===== config.mk =====
export PLATFORM = sky130hd
export DESIGN_NAME = uart_mmio_tx
export DESIGN_NICKNAME = d
export VERILOG_FILES = /design/src/rtl/uart_pkg.sv /design/src/rtl/uart_fifo.sv /design/src/rtl/uart_mmio_tx.sv
export SDC_FILE = /design/constraint.sdc
export NUM_CORES = 1
export LEC_CHECK = 0
export CORE_ASPECT_RATIO = 1.1
export CORE_MARGIN = 2
export CORE_UTILIZATION = 55
export DETAILED_ROUTE_END_ITERATION = 6
export PLACE_DENSITY = 0.83
export SLEW_MARGIN = 30
export SYNTH_ARGS = -nofsm -noshare
export SYNTH_HDL_FRONTEND = slang
export SYNTH_HIERARCHICAL = 1
export SYNTH_SLANG_ARGS = --single-unit

===== constraint.sdc =====
create_clock -name CLK -period 4.6 [get_ports CLK]
set_clock_uncertainty 0.15 [all_clocks]
set_input_delay 0.92 -clock CLK [delete_from_list [all_inputs] [get_ports CLK]]
set_output_delay 0.92 -clock CLK [all_outputs]
set_load 0.01 [all_outputs]

===== src/rtl/uart_pkg.sv =====
// Shared types and constants for the memory-mapped UART transmitter.
package uart_pkg;

  typedef enum logic [1:0] {
    IDLE  = 2'd0,
    START = 2'd1,
    DATA  = 2'd2,
    STOP  = 2'd3
  } tx_state_t;

  // Store-size encoding carried by mem_store1/mem_store2, also used by data_ram.
  localparam logic [1:0] ST_NONE = 2'b00;
  localparam logic [1:0] ST_B    = 2'b01;
  localparam logic [1:0] ST_H    = 2'b10;
  localparam logic [1:0] ST_W    = 2'b11;

  localparam logic [31:0] UART_ADDR_DEFAULT = 32'h0000_F000;

endpackage


===== src/rtl/uart_fifo.sv =====
// Dual-write, single-read circular byte FIFO; wd1 is the older entry when both write.
module uart_fifo #(
  parameter int DEPTH = 16
) (
  input  logic                     clk,
  input  logic                     rst_n,
  input  logic                     we1,
  input  logic [7:0]               wd1,
  input  logic                     we2,
  input  logic [7:0]               wd2,
  input  logic                     re,
  output logic [$clog2(DEPTH):0]   count,
  output logic                     empty,
  output logic [7:0]               rdata
);

  localparam int PW = $clog2(DEPTH);
  localparam int CW = PW + 1;

  logic [7:0]    mem [DEPTH];
  logic [PW-1:0] wr_ptr;
  logic [PW-1:0] rd_ptr;
  logic [PW-1:0] wr_ptr_p1;
  logic [PW-1:0] wr_idx2;

  // Pointers wrap naturally because DEPTH is a power of two.
  assign wr_ptr_p1 = wr_ptr + 1'b1;
  assign wr_idx2   = we1 ? wr_ptr_p1 : wr_ptr;
  assign empty     = (count == '0);
  assign rdata     = mem[rd_ptr];

  always_ff @(posedge clk or negedge rst_n) begin
    if (!rst_n) begin
      wr_ptr <= '0;
      rd_ptr <= '0;
      count  <= '0;
    end else begin
      wr_ptr <= wr_ptr + PW'({1'b0, we1} + {1'b0, we2});
      if (re) rd_ptr <= rd_ptr + 1'b1;
      count <= count + CW'(we1) + CW'(we2) - CW'(re);
    end
  end

  always_ff @(posedge clk) begin
    if (we1) mem[wr_ptr]  <= wd1;
    if (we2) mem[wr_idx2] <= wd2;
  end

endmodule


===== src/rtl/uart_mmio_tx.sv =====
// UART transmitter fed by stores from both M-stage slots; stalls the pipe when the FIFO cannot take them.
module uart_mmio_tx
  import uart_pkg::*;
#(
  parameter logic [31:0] UART_ADDR    = UART_ADDR_DEFAULT,
  parameter int          CLKS_PER_BIT = 868,
  parameter int          FIFO_DEPTH   = 16
) (
  input  logic        CLK,
  input  logic        NRST,
  input  logic [1:0]  mem_store1,
  input  logic [31:0] addr1,
  input  logic [31:0] wdata1,
  input  logic [1:0]  mem_store2,
  input  logic [31:0] addr2,
  input  logic [31:0] wdata2,
  output logic        stall,
  output logic        tx_busy,
  output logic        uart_tx
);

  localparam int CW = $clog2(FIFO_DEPTH) + 1;
  localparam int BW = $clog2(CLKS_PER_BIT);
  localparam logic [CW:0]   DEPTH_V  = (CW + 1)'(FIFO_DEPTH);
  localparam logic [BW-1:0] BAUD_MAX = BW'(CLKS_PER_BIT - 1);

  logic          req1, req2;
  logic [CW-1:0] count;
  logic [CW:0]   demand;
  logic          fifo_empty;
  logic [7:0]    fifo_rdata;
  logic          pop;
  logic          unused_hi;

  tx_state_t     state, state_next;
  logic [BW-1:0] baud_cnt, baud_next;
  logic [2:0]    bit_idx, bit_next;
  logic [7:0]    shift_reg, shift_next;
  logic          tx_next;

  // Handshake: reqN is the valid of each slot and !stall is the shared ready;
  // both slots transfer together or neither does, and a stalled pair is re-presented.
  assign req1   = (mem_store1 != ST_NONE) && (addr1 == UART_ADDR);
  assign req2   = (mem_store2 != ST_NONE) && (addr2 == UART_ADDR);
  assign demand = {1'b0, count} + {{CW{1'b0}}, req1} + {{CW{1'b0}}, req2};
  assign stall  = (demand > DEPTH_V);

  assign tx_busy   = (count != '0) || (state != IDLE);
  assign unused_hi = ^{wdata1[31:8], wdata2[31:8]};

  uart_fifo #(.DEPTH(FIFO_DEPTH)) u_fifo (
    .clk   (CLK),
    .rst_n (NRST),
    .we1   (req1 && !stall),
    .wd1   (wdata1[7:0]),
    .we2   (req2 && !stall),
    .wd2   (wdata2[7:0]),
    .re    (pop),
    .count (count),
    .empty (fifo_empty),
    .rdata (fifo_rdata)
  );

  always_ff @(posedge CLK or negedge NRST) begin
    if (!NRST) begin
      state     <= IDLE;
      baud_cnt  <= '0;
      bit_idx   <= '0;
      shift_reg <= '0;
      uart_tx   <= 1'b1;
    end else begin
      state     <= state_next;
      baud_cnt  <= baud_next;
      bit_idx   <= bit_next;
      shift_reg <= shift_next;
      uart_tx   <= tx_next;
    end
  end

  always_comb begin
    state_next = state;
    baud_next  = baud_cnt;
    bit_next   = bit_idx;
    shift_next = shift_reg;
    pop        = 1'b0;
    tx_next    = 1'b1;
    if (state != IDLE) baud_next = baud_cnt - 1'b1;
    case (state)
      IDLE: if (!fifo_empty) begin
        pop        = 1'b1;
        shift_next = fifo_rdata;
        baud_next  = BAUD_MAX;
        state_next = START;
      end
      START: if (baud_cnt == '0) begin
        baud_next  = BAUD_MAX;
        bit_next   = 3'd0;
        state_next = DATA;
      end
      DATA: if (baud_cnt == '0) begin
        baud_next = BAUD_MAX;
        if (bit_idx == 3'd7) state_next = STOP;
        else                 bit_next   = bit_idx + 3'd1;
      end
      STOP: if (baud_cnt == '0) begin
        baud_next  = '0;
        state_next = IDLE;
      end
      default: state_next = IDLE;
    endcase
    // The line level is computed from the next state so uart_tx comes straight from a flop.
    case (state_next)
      START:   tx_next = 1'b0;
      DATA:    tx_next = shift_next[bit_next];
      default: tx_next = 1'b1;
    endcase
  end

endmodule


==> qor.csv <==
stage,metric,value,unit
critical_path,critPathKind,input port to register,
timing,period_minus_slack,4.69,ns
clock_tree,numCtsBuffers,17,
cells_and_area,largest_reg_flops,128,
clock_tree,cts_buffer_depth,2,
global_routing,grt_pass1_vias,6917,
routing,dr.pass1.iters,5,
yosys,yosysTopAreaCellShare,40.8,%
global_routing,grt_max_degree,38,
timing,final-hold-violation-count,0,
critical_path,worstPathRequired,4.63,ns
yosys,yosysTopAreaCell,edfxtp_1,
outcome,violations,setup timing,
placed_design,place_ws,-1.01,ns
timing,setup_slack,-0.0903,ns
min_path,hp-class,input port to async pin,
critical_path,cp-end-kind,register,
clock_tree,clock_latency,0.43,ns
placed_design,gp_congestion,0.867,
yosys,synth_area_per_cell,14.2,sq um
global_routing,grt_pass1_wl,38200,microns
die,core,16900,sq um
clock_tree,htree_levels,4,
yosys,ys_ff_latch,165,
yosys,synth_edf_count,128,
yosys,synth-warning-count,6,
critical_path,arrival,4.72,ns
run,max_cap_violations,0,
yosys,synth_nets,821,
clock_tree,clk_pin_slew_worst_paths,0.07,ns
global_routing,antenna_found_initial,1,
cells_and_area,drive_gt1_share,49.1,%
timing,drv_slew,0,
routing,wl_per_cell,26.8,microns
clock_tree,ctsHoldBuffers,0,
die,die_h,141,microns
clock_tree,clock-sinks,165,
die,die_w,129,microns
yosys,synth.distinct_cells,71,
pwr,vdd_drop_max,0.306,mV
timing,min_period_over_period,102,%
cells_and_area,syn2layout_area_growth,29.6,%
routing,drt_wl_total,27500,microns
die,rows,50,
pwr,leakage,4.48,nW
global_routing,grt_overflow,0,
critical_path,crit_path_max_fanout,5,
routing,viasPerCell,6.57,
placed_design,place_hpwl,16000,microns
die,start_util,55.7,%
yosys,synthesis.area,9410,sq um
yosys,ys.flop_type,edfxtp_1,
global_routing,grt_usage,28.4,%
timing,fmax,213,MHz
routing,num_vias,6745,
placed_design,io_buffers,88,
die,die-area,18200,sq um
pwr,power_per_cell_area,263,nW/um^2
outcome,status,"complete, but fails checks",
critical_path,cp-start-kind,input port,
yosys,synthCells,663,
clock_tree,cts-root-buf,clkbuf_16,
yosys,yosysSeqAreaShare,50.7,%
timing,worstMarginPinSlew,0.964,ns
placed_design,dp.cells,967,
routing,drc,0,
cells_and_area,final_nets,963,
yosys,synth-async-reset-ratio,22.4,%
timing,setup_violations,66,
die,num_io_pins,137,
cells_and_area,final_cells,1027,
timing,rsz0062_at_grt,true,
clock_tree,tritoncts,yes,
timing,relSlewSlack,35.7,%
yosys,synth_area_leaders,"edfxtp_1 41%, mux2_2 14%, dfrtp_1 9.6%",
routing,drt_iter0_drc,602,
routing,ant_nets,0,
==> metal layers <==
layer / global-route usage [%] / vias up / routed length [microns]
met4: 13.8 / 2 / 1330
li1: - / 2852 / -
met1: 32.9 / 3365 / 9800
met3: 7.89 / 108 / 2310
met2: 48.5 / 418 / 14100
met5: 0 / - / 17
==> placed cells by master, fill, tap and decap left out, drive strengths merged, types with 6 or more instances in the layout <==
master / netlist / layout
o21ai: 11 / 14
buf: 12 / 89
mux2: 132 / 132
nand2: 50 / 50
clkinv: 1 / 6
nor4: 15 / 15
inv: 29 / 32
mux4: 40 / 40
clkbuf: 23 / 39
nand2b: 7 / 7
edfxtp: 128 / 128
clkdlybuf4s15: 0 / 13
xnor2: 9 / 9
a21oi: 22 / 22
nor3: 12 / 12
clkdlybuf4s50: 0 / 18
dfrtp: 36 / 36
nand3: 10 / 10
dlygate4sd2: 0 / 14
a21o: 8 / 8
nor2: 28 / 28
ha: 20 / 20
==> path summary, 6_finish.rpt <==
path / from / endpoint / slack, ns / cells past startpoint
worst max-delay path: addr2[0] / u_fifo/mem[10][1] / -0.09 / 20
worst min-delay path: NRST / baud_cnt[7] / 0.28 / 1
worst max register to register: u_fifo/count[0] / u_fifo/mem[10][1] / 0.85 / 17
worst min register to register: shift_reg[7] / shift_reg[7] / 0.32 / 2
max in group asynchronous: NRST / uart_tx / 3.49 / 2
min in group CLK: shift_reg[7] / shift_reg[7] / 0.32 / 2
==> cell usage after synthesis (all sizes together), types with 4 or more instances <==
library cell / instances
nand2b: 7
mux4: 40
or4: 4
buf: 12
mux2i: 4
a211oi: 4
nand2: 50
nor4: 15
xor2: 4
nor3: 12
nand3: 10
dfrtp: 36
fa: 4
mux2: 132
a21o: 8
a21oi: 22
and2: 4
o21ai: 11
xnor2: 9
clkbuf: 23
nor2: 28
ha: 20
nand4: 4
edfxtp: 128
inv: 29
==> layout make-up <==
type                       instances  area [sq um]
inverter                          30           115
fill                             984          4690
clock inverter                    12           129
timing repair buffer             155          1490
antenna                            1          2.50
multi-input combinational        436          4990
sequential                       165          4780
tap                              208           260
clock buffer                      20           437
==> worst max-delay path: stages <==
cell and delay (ns):
clkbuf_2 0.10, nor4_4 0.26, nand4_1 0.12, or4_4 0.51, fa_2 0.37, inv_2 0.08, ha_4 0.20, nor2b_4 0.15
o221ai_2 0.11, a21oi_2 0.16, inv_2 0.07, nor2_4 0.17, buf_6 0.13, ha_4 0.21, nor2b_4 0.14, nand2_2 0.06
buf_4 0.14, nor3_4 0.29, clkbuf_16 0.22, mux2_4 0.29
==> timing repair <==
action                     CTS  global route
setup endpoints to repair  261           258
cloned                       0             4
hold endpoints to repair     0             0
resized for setup          174            91
buffers inserted             4            18
pin swaps                   34            30
==> kinds of logic (layout without fill, tap and decap cells) <==
kind of cell / after synthesis / after routing / share of synthesized area, %
compound gates: 66 / 69 / 6.06
xor+xnor: 13 / 13 / 1.21
fa+ha+maj: 24 / 24 / 3.51
buf+inv: 65 / 217 / 2.86
flops: 165 / 165 / 50.7
mux: 176 / 176 / 26.3
other cells: 0 / 1 / 0
simple gates: 154 / 154 / 9.36
==> per-stage QoR <==
stage | setup TNS (ns) | area [sq um] | hold slack [ns] | power, mW | utilization, %
finish | -1.72 | 12200 | 0.275 | 3.20 | 72.2
global route | -18.28 | 12200 | 0.288 | 3.28 | 72.2
CTS | -0.0393 | 11800 | 0.323 | 3.17 | 69.6
detailed placement | -230.24 | 11100 | 0.307 | 1.82 | 65.7
global placement | -196.19 | 11100 | 0.308 | 1.81 | 65.7
floorplan | -7.04 | 9610 | 0.286 | 1.71 | -
==> power breakdown <==
group | leakage [nW] | internal (mW) | switching [mW]
Clock | 0.273 | 0.801 | 0.604
Sequential | 1.57 | 1.61 | 0.00000357
Combinational | 2.64 | 0.0997 | 0.0921
Note: power is estimated with default switching activity, not from simulation.
